===== config.mk =====
export PLATFORM = sky130hd
export DESIGN_NAME = wr_ptr_full_ctrl
export DESIGN_NICKNAME = d
export VERILOG_FILES = /design/src/rtl/wr_ptr_full_ctrl.sv
export SDC_FILE = /design/constraint.sdc
export NUM_CORES = 1
export LEC_CHECK = 0
export BUFFER_PORTS_ARGS = -buffer_cell sky130_fd_sc_hd__buf_2
export CAP_MARGIN = 40
export CORE_MARGIN = 1.5
export CORE_UTILIZATION = 56
export DETAILED_ROUTE_END_ITERATION = 8
export GPL_TIMING_DRIVEN = 0
export PLACE_DENSITY = 0.82
export SKIP_CTS_REPAIR_TIMING = 1
export SLEW_MARGIN = 20
export SYNTH_ARGS = -nofsm -noshare
export SYNTH_HDL_FRONTEND = slang
export SYNTH_SLANG_ARGS = --single-unit

===== constraint.sdc =====
create_clock -name clk -period 4.45 [get_ports clk]
set_input_delay 0.6675 -clock clk [delete_from_list [all_inputs] [get_ports clk]]
set_output_delay 0.6675 -clock clk [all_outputs]
set_load 0.005 [all_outputs]

===== src/rtl/wr_ptr_full_ctrl.sv =====
// Write-side pointer and full/level controller for an async FIFO.
// Define WR_OVERFLOW_STICKY_EN to hold overflow until reset.
module wr_ptr_full_ctrl #(
    parameter int ADDRESS_WIDTH   = 4,
    parameter int SYNC_STAGE      = 2,
    parameter int SOFT_RESET      = 0,
    parameter int AFULL_THRESHOLD = 2
) (
    input  logic                     clk,
    input  logic                     hw_rst_n,
    input  logic                     sw_rst,
    input  logic                     wr_en,
    input  logic [ADDRESS_WIDTH:0]   rd_ptr_gray,
    output logic [ADDRESS_WIDTH:0]   wr_ptr_gray,
    output logic [ADDRESS_WIDTH-1:0] wr_addr,
    output logic                     mem_we,
    output logic                     full,
    output logic                     almost_full,
    output logic                     overflow,
    output logic [ADDRESS_WIDTH:0]   wr_level
);

    localparam int              PW          = ADDRESS_WIDTH + 1;
    localparam int              DEPTH       = 1 << ADDRESS_WIDTH;
    localparam logic [PW-1:0]   AFULL_LEVEL = PW'(DEPTH - AFULL_THRESHOLD);
    localparam bit              SOFT_EN     = (SOFT_RESET == 2) || (SOFT_RESET == 3);

    generate
        if (SYNC_STAGE != 2 && SYNC_STAGE != 3) begin : g_bad_sync_stage
            $error("wr_ptr_full_ctrl: SYNC_STAGE must be 2 or 3");
        end
    endgenerate

    logic [PW-1:0]                  wr_bin_q, wr_bin_d;
    logic [PW-1:0]                  wr_gray_q, wr_gray_d;
    logic [PW-1:0]                  level_q, level_d;
    logic                           full_q, full_d;
    logic                           afull_q, afull_d;
    logic                           ovf_q, ovf_d;
    logic [SYNC_STAGE-1:0][PW-1:0]  sync_q;
    logic [PW-1:0]                  rd_sync, rd_bin, full_pattern;
    logic                           soft_clr;

    assign soft_clr = SOFT_EN && sw_rst;
    assign rd_sync  = sync_q[SYNC_STAGE-1];
    assign mem_we   = wr_en & ~full_q;

    // Gray to binary: each binary bit is the XOR of all Gray bits at or above it.
    always_comb begin
        rd_bin = '0;
        for (int i = 0; i < PW; i++) begin
            rd_bin[i] = ^(rd_sync >> i);
        end
    end

    always_comb begin
        wr_bin_d     = wr_bin_q + PW'(mem_we);
        wr_gray_d    = wr_bin_d ^ (wr_bin_d >> 1);
        full_pattern = {~rd_sync[PW-1:PW-2], rd_sync[PW-3:0]};
        full_d       = (wr_gray_d == full_pattern);
        level_d      = wr_bin_d - rd_bin;
        afull_d      = (level_d >= AFULL_LEVEL);
`ifdef WR_OVERFLOW_STICKY_EN
        ovf_d        = ovf_q | (wr_en & full_q);
`else
        ovf_d        = wr_en & full_q;
`endif
    end

    always_ff @(posedge clk or negedge hw_rst_n) begin
        if (!hw_rst_n) begin
            wr_bin_q  <= '0;
            wr_gray_q <= '0;
            sync_q    <= '0;
            full_q    <= 1'b0;
            afull_q   <= 1'b0;
            level_q   <= '0;
            ovf_q     <= 1'b0;
        end else if (soft_clr) begin
            wr_bin_q  <= '0;
            wr_gray_q <= '0;
            sync_q    <= '0;
            full_q    <= 1'b0;
            afull_q   <= 1'b0;
            level_q   <= '0;
            ovf_q     <= 1'b0;
        end else begin
            wr_bin_q  <= wr_bin_d;
            wr_gray_q <= wr_gray_d;
            sync_q    <= {sync_q[SYNC_STAGE-2:0], rd_ptr_gray};
            full_q    <= full_d;
            afull_q   <= afull_d;
            level_q   <= level_d;
            ovf_q     <= ovf_d;
        end
    end

    assign wr_ptr_gray = wr_gray_q;
    assign wr_addr     = wr_bin_q[ADDRESS_WIDTH-1:0];
    assign full        = full_q;
    assign almost_full = afull_q;
    assign overflow    = ovf_q;
    assign wr_level    = level_q;

endmodule


=== Yosys cells after proc, flatten, opt, wreduce, memory -nomap -nowiden ===
Cells that the tools add are included.

* Register bits after elaboration: 28
* Logic and storage cells: 22

* Add/subtract/negate cells: 2
* Order comparisons: 1
* Equality and inequality tests: 1
* Bitwise logic cells: 5
* Reduce and logical (&&, ||, !) cells: 5

{| class="wikitable"
|+ Operators with widths
! kind !! count
|-
| $reduce_xor 5->1 || 5
|-
| $add 5x1->5 || 1
|-
| $eq 5x5->1 || 1
|-
| $ge 5x4->1 const B || 1
|-
| $sub 5x5->5 || 1
|-
| $xor 5x4->5 || 1
|-
| $and 1x1->1 || 2
|-
| $not 2->2 || 1
|-
| $not 1->1 || 1
|}

=== Logic depth before layout (Yosys ltp) ===
Gate-level depths: netlist of run 1.

* Word-level depth: 5
* Depth in mapped cells: 10
* Gate-level depth less buffers: 10

=== Worst setup path before layout of run 1 ===
Ideal clock, no wire load.

* Kind: input port to flip-flop
* Start point: in wr_en
* End point: reg afull_q (netlist: almost_full)
* Arrival: 2652 ps
* Required time: 4324 ps
* Setup slack: 1672 ps
* Stages on the path: 9
* Buffers on the path: 0
* Cell sequence: nor2b_1 -> ha_1 -> ha_1 -> inv_1 -> fa_1 -> nor2b_1 -> nor3_1 -> o211a_1 -> a311o_1

* Longest elaborated chain between the ends: 4

{| class="wikitable"
|+ Ends and longest elaborated chain
! item !! RTL line !! source
|-
| start: declaration || 12 || <nowiki>input logic wr_en,</nowiki>
|-
| $and 1x1->1 || 46 || <nowiki>assign mem_we = wr_en & ~full_q;</nowiki>
|-
| $add 5x1->5 || 57 || <nowiki>wr_bin_d = wr_bin_q + PW'(mem_we);</nowiki>
|-
| net wr_bin_d[1] || 34 || <nowiki>logic [PW-1:0] wr_bin_q, wr_bin_d;</nowiki>
|-
| $sub 5x5->5 || 61 || <nowiki>level_d = wr_bin_d - rd_bin;</nowiki>
|-
| $ge 5x4->1 || 62 || <nowiki>afull_d = (level_d >= AFULL_LEVEL);</nowiki>
|-
| net afull_d || 38 || <nowiki>logic afull_q, afull_d;</nowiki>
|-
| end signal: assignment || 92 || <nowiki>afull_q <= afull_d;</nowiki>
|-
| end: declaration || 38 ||
|}

The timed path passes the listed nets, and every way through them passes these cells.

=== Worst setup path after layout of run 1 ===
* Start point: reg sync_q (netlist bit rd_sync[4])
* End point: reg afull_q (netlist: almost_full)

* Longest elaborated chain between the ends: 3

{| class="wikitable"
|+ Ends and longest elaborated chain
! item !! RTL line !! source
|-
| start: declaration || 40 || <nowiki>logic [SYNC_STAGE-1:0][PW-1:0] sync_q;</nowiki>
|-
| start signal: assignment || 90 || <nowiki>sync_q <= {sync_q[SYNC_STAGE-2:0], rd_ptr_gray};</nowiki>
|-
| $reduce_xor 5->1 || 52 || <nowiki>rd_bin[i] = ^(rd_sync >> i);</nowiki>
|-
| $sub 5x5->5 * || 61 ||
|-
| $ge 5x4->1 * || 62 ||
|-
| net afull_d || 38 ||
|}

Mark *: on every way through the listed nets, which the timed path passes. The rest lies on a longest branch.

==> results.py, run 1 <==
metrics = {
    "timing": {
        "setup_violations": 0,
        "hold_viol": 0,
        "setup_tns_ns": 0,
        "relSlewSlack_pct": 62.1,
        "worst_pin_slew_ns": 0.569,
        "skew_ns": 0.00506,
        "rsz0062_at_grt": "no",
        "slew_violations": 0,
        "layout_setup_ws_ns": 1.52,
        "holdWs_ns": 0.312,
        "fin_crit_sh_pct": 65.9,
        "layout_min_cycle_time_ns": 2.93,
        "fmax_mhz": 341,
    },
    "power_and_ir_drop": {
        "power_frac_seq_pct": 35.9,
        "p_per_area_nw_per_um2": 760,
        "combPwrFrac_pct": 54.0,
        "pwr-share-clk_pct": 10.1,
        "ir_drop_v": 0.000355,
        "p_int_mw": 0.636,
        "switching_share_pct": 38.6,
        "total_leakage_power_nw": 0.680,
        "total_power_mw": 1.04,
        "p_switching_mw": 0.400,
    },
    "setup_path": {
        "arrival_ns": 3.16,
        "path_class": "reg2reg",
        "cp-start-kind": "register",
        "required_ns": 4.67,
        "cp-end-kind": "register",
        "worstPathMaxFanout": 4,
    },
    "final_layout": {
        "layout_common_cells": "dfrtp_1, buf_2, xnor2_1, xor2_1, inv_1",
        "nFillCells": 155,
        "area_delta_synth_final_pct": 15.7,
        "diodes": 0,
        "final_area_um2": 1360,
        "drive_gt1_share_pct": 30.1,
        "stdcell_count": 140,
        "fin_nets": 129,
        "final_common_cell": "dfrtp_1",
        "utilization_pct": 69.5,
    },
    "route": {
        "wl_um": 1850,
        "route.detailed.drc": 0,
        "first_iter_violations": 13,
        "first_pass_iters": 4,
        "vias_per_cell": 5.09,
        "vias": 712,
        "wl_per_cell_um": 13.2,
        "drtAntennaViolNets": 0,
    },
    "logic_synthesis": {
        "synth_cells": 84,
        "syn_area_um2": 1180,
        "synth-main-ff-cell": "dfrtp_1",
        "ys_warn_count": 0,
        "avgSynthCellArea_um2": 14.0,
        "ys_seq_area_share_pct": 57.3,
        "syn_nets": 99,
        "synth_cell_types": 27,
        "ys_async_sr_fraction_pct": 100,
        "ys_seq_elements": 27,
        "synth_edf_count": 0,
    },
    "place": {
        "port_buffers": 25,
        "dp_hpwl_um": 1390,
        "dp_slack_ns": 1.30,
        "place_congestion": 0.789,
        "placed_cell_area_um2": 1340,
        "dp_cells": 136,
    },
    "grt": {
        "grt_pass1_wl_um": 3250,
        "overflow": 0,
        "grtUsageTotal_pct": 18.2,
        "antenna_found_initial": 0,
        "grt_util_met1_pct": 21.1,
        "busiest_layer": "met2",
        "grt_max_degree": 28,
        "grt_pass1_vias": 730,
        "grt_util_met2_pct": 32.9,
        "grt_use_met3_pct": 3.68,
    },
    "clock_tree": {
        "path_clk_slew_ns": 0.14,
        "clock_latency_ns": 0.32,
        "htreeDepth": 1,
        "numCtsBuffers": 3,
        "cts.sinks": 27,
        "clock_path_buffers": 2,
        "cts_root_buf": "clkbuf_4",
        "cts_tree": "built",
    },
    "floorplan": {
        "die_x_um": 48.9,
        "dieArea_um2": 2390,
        "fp.dieH_um": 48.9,
        "num_io_pins": 27,
        "start_util_pct": 60.1,
        "core-area_um2": 1960,
        "rows": 16,
    },
    "status": {
        "status": "complete, no violations",
    },
    "run": {
        "drv_cap": 0,
    },
    "worst_hold_path": {
        "min_path_type": "in2async",
    },
}
==> flip-flops by register name (all words and copies together), names as in the netlist <==
signal and cells:
wr_ptr_gray 4, almost_full 1, rd_sync 5, wr_bin_q 5, sync_q 5, wr_level 5
full 1, overflow 1
==> per-layer routing <==
layer | part of all wire (%) | up-vias
li1 | - | 337
met1 | 42 | 350
met2 | 53 | 20
met3 | 3.8 | 5
met4 | 1.7 | 0
met5 | 0 | -
==> cell type report <==
class	instances	area (um^2)	area share, %
Sequential cell	27	676	49.5
Multi-Input combinational cell	49	465	34.1
Timing Repair Buffer	25	125	9.17
Tap cell	27	33.8	2.48
Clock buffer	4	26.3	1.93
Inverter	7	26.3	1.93
Buffer	1	11.3	0.826
==> kinds of logic after synthesis <==
logic type,count (synthesis),synth area share (%)
XOR/XNOR,21,20.0
AND/OR/NAND/NOR,14,6.90
flip-flops,27,57.3
AO/OA/AOI/OAI,8,5.63
adder cells (fa/ha/maj),6,7.01
buffers and inverters,8,3.19
==> cell usage after synthesis (all sizes together) (2+ instances only) <==
cell type	instances	area share (%)
or3	2	1.1
xnor2	10	8.1
o21ai	2	0.85
nand2	2	0.64
nand3	4	2.1
or2	2	1.1
nor2b	2	1.1
dfrtp	27	57
ha	5	5.3
inv	7	2.2
xor2	9	8.0
==> worst max-delay path: stages, from the launching register on <==
cell and delay [ns]:
dfrtp_1 0.47, xnor2_2 0.32, xor2_2 0.23, xor2_2 0.23
xnor2_1 0.10, ha_1 0.22, fa_1 0.41, nor2b_1 0.19
nor3_1 0.10, o211a_1 0.23, a311o_1 0.33
==> final timing paths <==
kind,slack [ns],endpoint,start,cells after the start
max reg2reg,1.52,almost_full$_DFF_PN0_,rd_sync[4]$_DFF_PN0_,10
min,0.31,overflow$_DFF_PN0_,hw_rst_n,1
min reg2reg,0.37,rd_sync[4]$_DFF_PN0_,sync_q[4]$_DFF_PN0_,0
min in group clk,0.37,rd_sync[4]$_DFF_PN0_,sync_q[4]$_DFF_PN0_,0
max,1.52,almost_full$_DFF_PN0_,rd_sync[4]$_DFF_PN0_,10
max in group asynchronous,3.76,wr_level[2]$_DFF_PN0_,hw_rst_n,1
==> power groups by stage <==
stage,Sequential (mW),Combinational [mW],Clock [mW]
3_5_place_dp,0.379,0.554,0
2_1_floorplan,0.386,0.383,0
3_3_place_gp,0.372,0.526,0
6_report,0.372,0.559,0.104
4_1_cts,0.373,0.561,0.107
5_1_grt,0.382,0.611,0.118
Note: power is estimated with default switching activity, not from simulation.
==> run 2, diff against run 1 <==
--- a/config.mk
+++ b/config.mk
@@ -8,10 +8,10 @@
 export BUFFER_PORTS_ARGS = -buffer_cell sky130_fd_sc_hd__buf_2
 export CAP_MARGIN = 40
 export CORE_MARGIN = 1.5
-export CORE_UTILIZATION = 56
+export CORE_UTILIZATION = 52
 export DETAILED_ROUTE_END_ITERATION = 8
 export GPL_TIMING_DRIVEN = 0
-export PLACE_DENSITY = 0.82
+export PLACE_DENSITY = 0.77
 export SKIP_CTS_REPAIR_TIMING = 1
 export SLEW_MARGIN = 20
 export SYNTH_ARGS = -nofsm -noshare
==> constraint.sdc (replaced) <==
create_clock -name clk -period 3 [get_ports clk]
set_input_delay 0.45 -clock clk [delete_from_list [all_inputs] [get_ports clk]]
set_output_delay 0.45 -clock clk [all_outputs]
set_load 0.005 [all_outputs]
==> run 2 against run 1 <==
Core utilization down 6.1 points. Highest routed layer unchanged. Via count down 3.5%. Clock skew increased by 0.0049 ns. Wire length decreased by 5.5%. Sequential power rose by 48%. Power up 47%. Fmax up 4.6%. First-iteration DRC count is 69% lower. Global-route usage shrank 2.1 points.
==> results.py, run 2 (synthesized netlist as in run 1, its figures left out) <==
metrics = {
    "setup_path": {
        "crit_top_cell": "xor2_2",
        "cp_slowest_cell": "dfrtp_1",
        "cp-end-kind": "register",
        "required_ns": 3.23,
        "path_class": "reg2reg",
        "crit_path_max_incr_delay_ns": 0.48,
        "arrival_ns": 3.03,
        "path_cells": "xnor2_4 > xor2_2 > xor2_2 > xnor2_1 > ha_1 > fa_1 > nor2b_1 > nor3_1 > o211a_1 > a311o_1",
        "cp-start-kind": "register",
        "worstPathMaxFanout": 4,
    },
    "power_and_ir_drop": {
        "switching_share_pct": 37.9,
        "p_per_area_nw_per_um2": 1100,
        "power_frac_seq_pct": 36.1,
        "pwr-share-clk_pct": 10.2,
        "ir_drop_v": 0.000596,
        "p_switching_mw": 0.575,
        "p_int_mw": 0.943,
        "combPwrFrac_pct": 53.6,
        "total_leakage_power_nw": 0.681,
        "total_power_mw": 1.52,
    },
    "route": {
        "wl_per_cell_um": 12.4,
        "drtAntennaViolNets": 0,
        "wl_um": 1750,
        "first_iter_violations": 4,
        "route.detailed.drc": 0,
        "vias": 687,
        "first_pass_iters": 3,
        "vias_per_cell": 4.87,
    },
    "timing": {
        "slew_violations": 0,
        "fmax_mhz": 356,
        "setup_violations": 0,
        "worst_pin_slew_ns": 0.571,
        "skew_ns": 0.00992,
        "hold_viol": 0,
        "fin_crit_sh_pct": 93.5,
        "layout_min_cycle_time_ns": 2.81,
        "relSlewSlack_pct": 61.9,
    },
    "clock_tree": {
        "htreeDepth": 1,
        "cts.sinks": 27,
        "cts_root_buf": "clkbuf_4",
        "clock_latency_ns": 0.33,
        "clock_path_buffers": 2,
        "path_clk_slew_ns": 0.14,
        "numCtsBuffers": 3,
        "cts_tree": "built",
    },
    "worst_hold_path": {
        "min_path_type": "in2async",
    },
    "grt": {
        "grt_pass1_vias": 682,
        "grtUsageTotal_pct": 16.1,
        "grt_max_degree": 28,
        "antenna_found_initial": 0,
        "overflow": 0,
        "grt_pass1_wl_um": 3020,
    },
    "floorplan": {
        "num_io_pins": 27,
        "rows": 17,
        "die_x_um": 50.6,
        "dieArea_um2": 2560,
        "core-area_um2": 2170,
        "fp.dieH_um": 50.6,
        "start_util_pct": 54.3,
    },
    "place": {
        "port_buffers": 25,
        "dp_cells": 137,
        "place_congestion": 0.767,
        "dp_hpwl_um": 1320,
    },
    "run": {
        "drv_cap": 0,
    },
    "status": {
        "status": "complete, no violations",
    },
    "final_layout": {
        "diodes": 0,
        "stdcell_count": 141,
        "layout_common_cells": "dfrtp_1, buf_2, xnor2_1, xor2_1, inv_1",
        "drive_gt1_share_pct": 30.1,
        "final_common_cell": "dfrtp_1",
        "fin_nets": 129,
        "area_delta_synth_final_pct": 16.8,
    },
}
==> run 2: final cells by class <==
cell class,instances,area [um^2]
Sequential cell,27,676
Buffer,1,11.3
Tap cell,28,35.0
Timing Repair Buffer,25,125
Fill cell,192,793
Inverter,7,26.3
Clock buffer,4,26.3
Multi-Input combinational cell,49,477
==> run 2: power groups by stage <==
stage / logic [mW] / registers (mW) / clock network (mW)
finish: 0.814 / 0.549 / 0.156
global route: 0.912 / 0.566 / 0.177
CTS: 0.824 / 0.549 / 0.158
detailed placement: 0.819 / 0.558 / 0
global placement: 0.786 / 0.551 / 0
floorplan: 0.568 / 0.573 / 0
==> run 2: routing by layer <==
| layer | vias to the layer above | part of all wire (%) | GRT usage [%] |
|---|---|---|---|
| met5 | - | 0 | 0 |
| met4 | 0 | 1.8 | 6.76 |
| met3 | 5 | 3.8 | 3.87 |
| met2 | 16 | 50 | 26.5 |
| met1 | 332 | 44 | 20.2 |
| li1 | 334 | - | - |
==> run 2: final timing paths <==
kind | start | end | slack, ns | cells after the start
max | rd_sync[3]$_DFF_PN0_ | almost_full$_DFF_PN0_ | 0.19 | 10
min | hw_rst_n | wr_bin_q[3]$_DFF_PN0_ | 0.09 | 1
max reg2reg | rd_sync[3]$_DFF_PN0_ | almost_full$_DFF_PN0_ | 0.19 | 10
min reg2reg | sync_q[2]$_DFF_PN0_ | rd_sync[2]$_DFF_PN0_ | 0.37 | 0
max in group asynchronous | hw_rst_n | rd_sync[4]$_DFF_PN0_ | 2.52 | 1
min in group clk | rd_ptr_gray[3] | sync_q[3]$_DFF_PN0_ | 0.22 | 1
==> run 2: critical path, delay by kind of cell (launching register included) <==
kind                       cells  cell delay [ns]
AOI/OAI and AO/OA              2             0.53
xor gates and xnor gates       4             0.81
adders and majority gates      2             0.62
DFF                            1             0.48
and+or+nand+nor                2             0.25
==> run 2: through the flow <==
stage / instance area (um^2) / hold slack, ns / setup TNS (ns) / util, % / setup slack [ns]
2_1_floorplan: 1180 / 0.154 / 0 / - / 0.384
3_3_place_gp: 1340 / 0.333 / 0 / 61.7 / 0.218
3_5_place_dp: 1340 / 0.338 / 0 / 61.7 / 0.130
4_1_cts: 1370 / 0.122 / 0 / 62.9 / 0.112
5_1_grt: 1380 / 0.133 / -0.000291 / 63.4 / -0.000291
6_report: 1380 / 0.0891 / 0 / 63.4 / 0.195
